--- src/rtl/wiegand_rx_if.sv ---
// Frame delivery bundle between the Wiegand receiver and its local-bus consumer.
// Latency: none, wires only.
// Backpressure: frame_valid/frame_ready; the master holds a frame until the slave takes it.
interface wiegand_rx_if #(
    parameter int NBITS = 26
);
    logic [NBITS-1:0] frame_data;
    logic [7:0]       frame_bits;
    logic             frame_err;
    logic             frame_valid;
    logic             frame_ready;

    modport master (
        output frame_data,
        output frame_bits,
        output frame_err,
        output frame_valid,
        input  frame_ready
    );

    modport slave (
        input  frame_data,
        input  frame_bits,
        input  frame_err,
        input  frame_valid,
        output frame_ready
    );
endinterface

--- src/rtl/wiegand_rx.sv ---
// Wiegand D0/D1 front end: synchronise, deglitch, assemble, check and hold one frame.
// Latency: bit accepted 2+GLITCH_CYC cycles after a line falls; frame_valid TIMEOUT_CYC cycles after the last bit.
// Backpressure: one-entry holding register; a frame completing while it is full and not being read is dropped and flags ovf.
module wiegand_rx #(
    parameter int NBITS       = 26,
    parameter int TIMEOUT_CYC = 5000,
    parameter int GLITCH_CYC  = 3,
    parameter int PARITY_EN   = 1
) (
    input  logic         clk,
    input  logic         HRESET,
    input  logic [1:0]   wil,
    wiegand_rx_if.master fif,
    output logic         ovf,
    input  logic         ovf_clr,
    output logic         IRQ
);
    localparam int          H        = (NBITS - 2) / 2;
    localparam int          TW       = $clog2(TIMEOUT_CYC + 1);
    localparam logic [3:0]  GMAX     = 4'(GLITCH_CYC - 1);
    localparam logic [TW-1:0] TMO_LAST = TW'(TIMEOUT_CYC - 1);

    typedef enum logic {IDLE, RECV} state_t;

    logic [1:0]       sync1, sync2, filt;
    logic [1:0][3:0]  cnt;
    logic [1:0]       ev;
    logic             ev_any, coll_now, both_low, bit_in;
    state_t           state, state_nxt;
    logic             done;
    logic [NBITS-1:0] shreg;
    logic [7:0]       bitcnt;
    logic [TW-1:0]    tmo;
    logic             coll_r;
    logic             len_err, par_err, err_now;
    logic             load, drop;

    // Two-flop synchroniser followed by a low-run filter on each line.
    always_ff @(posedge clk) begin
        if (HRESET) begin
            sync1 <= 2'b11;
            sync2 <= 2'b11;
            filt  <= 2'b11;
            cnt   <= '0;
        end else begin
            sync1 <= wil;
            sync2 <= sync1;
            for (int i = 0; i < 2; i++) begin
                if (sync2[i]) begin
                    cnt[i]  <= 4'd0;
                    filt[i] <= 1'b1;
                end else begin
                    if (cnt[i] != GMAX) cnt[i] <= cnt[i] + 4'd1;
                    if (cnt[i] == GMAX) filt[i] <= 1'b0;
                end
            end
        end
    end

    // Bit strobes fire on the sample that completes the low run, so the FSM
    // captures the bit on the same edge that the filtered line falls.
    always_comb begin
        ev = '0;
        for (int i = 0; i < 2; i++) begin
            ev[i] = ~sync2[i] & filt[i] & (cnt[i] == GMAX);
        end
        ev_any   = |ev;
        both_low = ~filt[0] & ~filt[1];
        coll_now = (&ev) | (ev[0] & ~filt[1]) | (ev[1] & ~filt[0]);
        bit_in   = ev[1] & ~coll_now;
    end

    // FSM state register.
    always_ff @(posedge clk) begin
        if (HRESET) state <= IDLE;
        else        state <= state_nxt;
    end

    // Next state; a bit event on the timeout cycle keeps the frame open.
    always_comb begin
        state_nxt = state;
        done      = 1'b0;
        case (state)
            IDLE: if (ev_any) state_nxt = RECV;
            RECV: begin
                if (!ev_any && tmo == TMO_LAST) begin
                    done      = 1'b1;
                    state_nxt = IDLE;
                end
            end
            default: state_nxt = IDLE;
        endcase
    end

    // Frame assembly: shift register, saturating bit count, idle timer, collision flag.
    always_ff @(posedge clk) begin
        if (HRESET) begin
            shreg  <= '0;
            bitcnt <= 8'd0;
            tmo    <= '0;
            coll_r <= 1'b0;
        end else if (ev_any) begin
            tmo <= '0;
            if (state == IDLE) begin
                shreg  <= {{(NBITS-1){1'b0}}, bit_in};
                bitcnt <= 8'd1;
                coll_r <= coll_now;
            end else begin
                shreg  <= {shreg[NBITS-2:0], bit_in};
                bitcnt <= (bitcnt == 8'hFF) ? bitcnt : bitcnt + 8'd1;
                coll_r <= coll_r | coll_now | both_low;
            end
        end else if (state == RECV) begin
            coll_r <= coll_r | both_low;
            tmo    <= done ? '0 : tmo + TW'(1);
        end
    end

    // Leading bit gives even parity over the upper half, trailing bit odd parity over the lower half.
    always_comb begin
        len_err = (bitcnt != 8'(NBITS));
        par_err = (PARITY_EN != 0) && !len_err &&
                  ((^shreg[NBITS-1:NBITS-1-H]) || !(^shreg[H:0]));
        err_now = len_err | par_err | coll_r;
        load    = done & (~fif.frame_valid | fif.frame_ready);
        drop    = done & fif.frame_valid & ~fif.frame_ready;
    end

    // Holding register and sticky overflow; a drop beats a simultaneous clear.
    always_ff @(posedge clk) begin
        if (HRESET) begin
            fif.frame_data  <= '0;
            fif.frame_bits  <= 8'd0;
            fif.frame_err   <= 1'b0;
            fif.frame_valid <= 1'b0;
            ovf             <= 1'b0;
        end else begin
            if (load) begin
                fif.frame_data  <= shreg;
                fif.frame_bits  <= bitcnt;
                fif.frame_err   <= err_now;
                fif.frame_valid <= 1'b1;
            end else if (fif.frame_valid && fif.frame_ready) begin
                fif.frame_valid <= 1'b0;
            end
            if (drop)         ovf <= 1'b1;
            else if (ovf_clr) ovf <= 1'b0;
        end
    end

    assign IRQ = ~fif.frame_valid;
endmodule

--- src/flat_wrapper.sv ---
// flat-port wrapper written by rule: the top's interface ports become plain ports
module wiegand_rx_flat 
#(
    parameter int NBITS       = 26,
    parameter int TIMEOUT_CYC = 5000,
    parameter int GLITCH_CYC  = 3,
    parameter int PARITY_EN   = 1
)
  (clk, HRESET, wil, ovf, ovf_clr, IRQ, fif_frame_data, fif_frame_bits, fif_frame_err, fif_frame_valid, fif_frame_ready);
  wiegand_rx_if #(.NBITS(NBITS)) fif_i ();
  input  logic clk;
  input  logic HRESET;
  input  logic [1:0] wil;
  output logic ovf;
  input  logic ovf_clr;
  output logic IRQ;
  output wire logic [$bits(fif_i.frame_data)-1:0] fif_frame_data;
  output wire logic [$bits(fif_i.frame_bits)-1:0] fif_frame_bits;
  output wire logic [$bits(fif_i.frame_err)-1:0] fif_frame_err;
  output wire logic [$bits(fif_i.frame_valid)-1:0] fif_frame_valid;
  input wire logic [$bits(fif_i.frame_ready)-1:0] fif_frame_ready;
  assign fif_frame_data = fif_i.frame_data;
  assign fif_frame_bits = fif_i.frame_bits;
  assign fif_frame_err = fif_i.frame_err;
  assign fif_frame_valid = fif_i.frame_valid;
  assign fif_i.frame_ready = fif_frame_ready;
  wiegand_rx #(.NBITS(NBITS), .TIMEOUT_CYC(TIMEOUT_CYC), .GLITCH_CYC(GLITCH_CYC), .PARITY_EN(PARITY_EN)) u_core (.clk(clk), .HRESET(HRESET), .wil(wil), .fif(fif_i), .ovf(ovf), .ovf_clr(ovf_clr), .IRQ(IRQ));
endmodule
--- config.mk ---
export PLATFORM = sky130hd
export DESIGN_NAME = wiegand_rx_flat
export DESIGN_NICKNAME = d
export VERILOG_FILES = /design/src/rtl/wiegand_rx_if.sv /design/src/rtl/wiegand_rx.sv /design/src/flat_wrapper.sv
export SDC_FILE = /design/constraint.sdc
export NUM_CORES = 1
export LEC_CHECK = 0
export ABC_AREA = 0
export BUFFER_PORTS_ARGS = -buffer_cell sky130_fd_sc_hd__buf_2
export CAP_MARGIN = 10
export CORE_UTILIZATION = 55
export CTS_CLUSTER_SIZE = 16
export DETAILED_ROUTE_END_ITERATION = 6
export PLACE_DENSITY = 0.75
export SETUP_SLACK_MARGIN = 0.2
export SLEW_MARGIN = 15
export SYNTH_ARGS = -nofsm -noshare
export SYNTH_HDL_FRONTEND = slang
export SYNTH_SLANG_ARGS = --single-unit
--- constraint.sdc ---
create_clock -name clk -period 2.3 [get_ports clk]
set_input_delay 0.23 -clock clk [delete_from_list [all_inputs] [get_ports clk]]
set_output_delay 0.23 -clock clk [all_outputs]
set_load 0.05 [all_outputs]
==> flow_metrics.tcl, run 1 <==
set metrics [dict create \
    cts.sinks 100 \
    synth_top_flop_cell "dfxtp_1" \
    ys_ff_latch 100 \
    finalHoldViolations 0 \
    min_to "u_core.sync1[0]" \
    use_met3_pct 4.16 \
    antenna_cells 0 \
    gp_congestion 0.821 \
    hpwl_mm 5.33 \
    setup_ws_ps 149 \
    path_cells "inv_2 > ha_4 > or3b_4 > nor3b_4 > buf_12 > buf_12 > nor2_4 > nor3b_4 > buf_6 > clkbuf_16 > a22o_1" \
    dieArea_um2 7920 \
    grtUsageTotal_pct 23.2 \
    cts_tree "yes" \
    wirelength_mm 9.62 \
    clkTransAtPathRegs_ps 100 \
    critPathBufInv 5 \
    worstPathRequired_ps 2620 \
    cap_violations 0 \
    r2r-start "u_core.cnt[0]" \
    endpoint_kind "flop" \
    critPathTopFamily "simple AND/OR/NAND/NOR gates" \
    grt_max_degree 37 \
    postPlaceCellArea_um2 4520 \
    netlist-cell-type-count 49 \
    hold_depth 2 \
    setup_viol 0 \
    rsz0062_at_grt "yes" \
    cpPeakStageDelay_ps 390 \
    async_reset_ff_share_pct 0 \
    grt-ovfl-total 0 \
    clkLatencyLatePin_ps 380 \
    fp-row-count 31 \
    rrSetupSlack_ps 150 \
    use_met1_pct 27.5 \
    worst_slew_pin_slew_ps 577 \
    cts_buffer_depth 2 \
    grt_pass1_vias 2997 \
    slowest_stage "or3b_4" \
    ir_drop_mv 0.367 \
    arrival_ps 2470 \
    synth-edff-count 0 \
    min_period_ps 2150 \
    drive_above_1_share_pct 28.5 \
    seq_area_frac_synth_pct 48.1 \
    p_leak_uw 0.00209 \
    slew_viol_final 0 \
    syn_nets 447 \
    ant_nets 0 \
    clockRootBuffer "clkbuf_8" \
    firstDrtPassIters 4 \
    drt-vias-per-instance 5.52 \
    hold_class "in2reg" \
    synth.avg_cell_area_um2 9.59 \
    critPathMaxFanout 7 \
    worstSetupPathType "reg2reg" \
    hold_start "wil[0]" \
    p_per_area_nw_per_um2 546 \
    busiest_layer "met2" \
    min_period_over_period_pct 93.5 \
    cp-start-kind "flop" \
    pre_cts_ws_ps 86.6 \
    cts.htree.levels 3 \
    worst-r2r-cell-count 11 \
    fin_setup_tns_ps 0 \
    die_y_um 89.0 \
    synth_cells 434 \
    worstReg2RegEnd "u_core.shreg[4]" \
    cts_buffers 9 \
    grt_antenna_before_repair 0 \
    dr_total_vias 3373 \
    initial_core_util_pct 57.1 \
    final_area_um2 5240 \
    die_w_um 89.0 \
    drc 0 \
    drt_iter0_markers 120 \
    grt_pass1_wl_mm 14.0 \
    post_drt_wl_per_cell_um 15.7 \
    synth_area_um2 4160 \
    yosys_warnings 0 \
    syn_to_final_growth_pct 25.9 \
    relSlewSlack_pct 61.5 \
    clock_skew_ps 14.3 \
    hold_buffers 0 \
    status "completed" \
    max_freq_ghz 0.465 \
    numPortBuffers 43 \
    power_uw 2860 \
    finalNetCount 520 \
    core_area_um2 7290 \
    use_met2_pct 41.2 \
    io_pins 44 \
]
[metrics by stage]
stage               hold slack, ps  std cells  utilization, %
floorplan                      334        434               -
global placement               394        568            61.9
detailed placement             402        568            61.9
CTS                           27.6        602            68.5
global route                  26.0        611            71.9
finish                        36.8        611            71.9
[sequential cells by signal, summed over array words and instances (netlist names), 2 cells and up]
| signal | flops |
|---|---|
| u_core.filt | 2 |
| u_core.fif.frame_bits | 8 |
| u_core.sync1 | 2 |
| u_core.tmo | 13 |
| u_core.cnt | 8 |
| u_core.fif.frame_data | 26 |
| u_core.bitcnt | 8 |
| u_core.sync2 | 2 |
| u_core.shreg | 26 |
[final cells by class]
type	instances	area, um^2
Clock buffer	9	124
Clock inverter	7	61.3
Fill cell	553	2050
Inverter	5	18.8
Multi-Input combinational cell	307	2150
Sequential cell	100	2010
Tap cell	99	124
Timing Repair Buffer	84	753
[timing repair]
action	in CTS	in global routing
endpoints found under the setup margin	70	70
setup buffers	14	6
cloned	4	3
resized for setup	18	22
pin swaps	5	12
[worst max path at each step]
stage	cells past startpoint	to	start
after floorplan	8	u_core.shreg[10]	u_core.cnt[4]
after global placement	7	u_core.tmo[7]	u_core.cnt[4]
after detailed placement	7	u_core.tmo[3]	u_core.cnt[0]
after CTS	10	u_core.shreg[2]	u_core.cnt[0]
after global routing	11	u_core.shreg[4]	u_core.cnt[0]
final	11	u_core.shreg[4]	u_core.cnt[0]
[Yosys cell counts, types with 6 or more instances]
cell,number,area (um^2)
a21oi_1,46,230
a22o_1,12,105
a22o_2,13,130
clkbuf_1,12,45.0
dfxtp_1,100,2000
ha_1,7,87.6
nand2_1,83,312
nand3_1,11,55.1
nor2_1,22,82.6
nor3_1,7,35.0
xnor2_1,21,184
xnor3_1,6,135
xor2_1,9,78.8
[layer usage]
| layer | share of wire, % | vias to the layer above |
|---|---|---|
| li1 | - | 1658 |
| met1 | 41 | 1604 |
| met2 | 52 | 87 |
| met3 | 3.8 | 24 |
| met4 | 3.0 | 0 |
| met5 | 0 | - |
[power by group]
part	internal [uW]	switching [uW]
clock network	412	657
registers	1730	4.58
logic	18.5	37.5
total	2160	699
[kinds of logic (layout without fill, tap and decap cells)]
family                   count (synthesis)  in the layout  share of synthesized area (%)
multiplexers                             1              1                          0.240
flip-flops                             100            100                           48.1
XOR/XNOR                                36             36                           9.56
buffers and inverters                   27            105                           3.55
adder cells (fa/ha/maj)                  7              7                           2.10
AND/OR/NAND/NOR                        170            170                           21.5
AO/OA/AOI/OAI                           93             93                           15.0
[placed cells by master, fill, tap and decap left out, drive strengths merged, types with 7 or more instances in the layout]
master	instances
a21oi	46
ha	7
nand2	83
inv	7
nor2	23
dfxtp	100
clkbuf	11
nor3	8
xor2	9
nand3	11
a22o	25
xnor2	21
buf	82
Note: power is estimated with default switching activity, not from simulation.
==> run 2, diff against run 1 <==
--- a/config.mk
+++ b/config.mk
@@ -7,7 +7,6 @@
 export LEC_CHECK = 0
 export ABC_AREA = 0
 export BUFFER_PORTS_ARGS = -buffer_cell sky130_fd_sc_hd__buf_2
-export CAP_MARGIN = 10
 export CORE_UTILIZATION = 55
 export CTS_CLUSTER_SIZE = 16
 export DETAILED_ROUTE_END_ITERATION = 6
==> constraint.sdc (replaced) <==
create_clock -name clk -period 2.3 [get_ports clk]
set_input_delay 0.115 -clock clk [delete_from_list [all_inputs] [get_ports clk]]
set_output_delay 0.115 -clock clk [all_outputs]
set_load 0.05 [all_outputs]
==> flow_metrics.tcl, run 2 (synthesized netlist as in run 1, its figures left out) <==
set metrics [dict create \
    io_pins 44 \
    status "completed" \
    top_regs "u_core.fif.frame_data: 26 flops, u_core.shreg: 26 flops, u_core.tmo: 13 flops" \
    p_leak_uw 0.00211 \
    cp.depth 11 \
    wl_met3_um 385 \
    hold_class "in2reg" \
    cts_tree "yes" \
    worst-r2r-cell-count 11 \
    dieArea_um2 7920 \
    rsz0062_at_grt "yes" \
    cts_buffer_depth 2 \
    die_w_um 89.0 \
    worstSetupPathType "reg2reg" \
    critPathBufInv 5 \
    met2RoutedLength_mm 5.00 \
    antenna_cells 0 \
    gp_congestion 0.821 \
    endpoint_kind "flop" \
    max_freq_ghz 0.465 \
    arrival_ps 2470 \
    die_y_um 89.0 \
    place_inst 568 \
    layout_commonest_cell "dfxtp_1" \
    finalHoldViolations 0 \
    p_comb_share_pct 2.1 \
    hold_depth 3 \
    final_cell_count_no_fill 614 \
    cts.htree.levels 3 \
    firstDrtPassIters 4 \
    min_period_ps 2150 \
    cts_buffers 9 \
    p_seq_share_pct 60.6 \
    cp-start-kind "flop" \
    grt_pass1_wl_mm 14.0 \
    cts.sinks 100 \
    drive_above_1_share_pct 28.3 \
    layout_common_cells "dfxtp_1, nand2_1, a21oi_1, buf_2, buf_4" \
    path_cells "inv_2 > ha_4 > or3b_4 > nor3b_4 > buf_12 > buf_12 > nor2_4 > nor3b_4 > buf_6 > clkbuf_16 > a22o_1" \
    routed.top_layer "met4" \
    p_per_area_nw_per_um2 544 \
    critPathMaxFanout 7 \
    p_switching_uw 699 \
    worstPathRequired_ps 2620 \
    core_area_um2 7290 \
    critPathTopFamily "simple AND/OR/NAND/NOR gates" \
    hpwl_mm 5.33 \
    drt-met1-wl_mm 3.99 \
    grt_max_degree 37 \
    drt-vias-per-instance 5.51 \
    drt_iter0_markers 108 \
    cpPeakStageDelay_ps 390 \
    relSlewSlack_pct 61.2 \
    internal_power_uw 2170 \
    cap_violations 0 \
    setup_viol 0 \
    fp-row-count 31 \
    grt_antenna_before_repair 0 \
    drc 0 \
    post_drt_wl_per_cell_um 15.7 \
    grtUsageTotal_pct 23.3 \
    numPortBuffers 43 \
    syn_to_final_growth_pct 26.7 \
    wirelength_mm 9.66 \
    slew_viol_final 0 \
    clockRootBuffer "clkbuf_8" \
    worst_slew_pin_slew_ps 582 \
    dr_total_vias 3381 \
    whs_ps 48.2 \
    grt_pass1_vias 3010 \
    slowest_stage "or3b_4" \
    clkTransAtPathRegs_ps 100 \
    fin_setup_tns_ps 0 \
    finalNetCount 523 \
    switching_share_pct 24.4 \
    initial_core_util_pct 57.1 \
    clock_skew_ps 14.6 \
    ant_nets 0 \
    min_period_over_period_pct 93.5 \
    p_clk_share_pct 37.3 \
    clkLatencyLatePin_ps 380 \
    ir_drop_mv 0.373 \
    grt-ovfl-total 0 \
]
run 2: area by class of cell:
type | instances | area, um^2
Tap cell | 99 | 124
Multi-Input combinational cell | 307 | 2150
Clock buffer | 9 | 124
Timing Repair Buffer | 87 | 783
Fill cell | 549 | 2020
Sequential cell | 100 | 2010
Inverter | 5 | 18.8
Clock inverter | 7 | 61.3
run 2: timing repair:
action	in CTS	in global routing
setup endpoints to repair	70	70
gates resized for setup	18	22
endpoints found under the hold margin	3	0
pin swaps	5	12
cloned	4	3
hold buffers	3	0
setup buffers	14	6
run 2: path summary, 6_finish.rpt:
| check | start | end | slack [ps] |
|---|---|---|---|
| max | u_core.cnt[0] | u_core.shreg[4] | 150 |
| min | fif_frame_ready | u_core.ovf | 50 |
| max reg2reg | u_core.cnt[0] | u_core.shreg[4] | 150 |
| min reg2reg | u_core.sync1[0] | u_core.sync2[0] | 420 |
run 2: worst register-to-register path, cell delays in order, from the launching register on:
cell and delay [ps]:
dfxtp_2 340, inv_2 80, ha_4 130, or3b_4 390, nor3b_4 220, buf_12 140, buf_12 120, nor2_4 50
nor3b_4 190, buf_6 170, clkbuf_16 150, a22o_1 140
run 2: power groups by stage:
| stage | registers (uW) | clock network [uW] | logic, uW |
|---|---|---|---|
| floorplan | 1780 | 0 | 34.6 |
| global placement | 1780 | 0 | 46.2 |
| detailed placement | 1780 | 0 | 47.3 |
| CTS | 1740 | 1080 | 54.4 |
| global route | 1740 | 1150 | 64.1 |
| finish | 1740 | 1070 | 59.8 |
run 2: metrics by stage:
step           setup slack (ps)  utilization (%)  total power (uW)  area [um^2]
3_5_place_dp               86.6             61.9              1830         4520
3_3_place_gp                155             61.9              1830         4520
5_1_grt                    92.3             72.3              2950         5270
2_1_floorplan               266                -              1810         4160
6_report                    149             72.3              2870         5270
4_1_cts                     200             68.9              2870         5020
run 2: per-layer routing:
layer,GRT usage (%),vias up
met4,10.4,0
met5,0,-
met3,4.16,26
li1,-,1664
met2,41.3,87
met1,27.6,1604
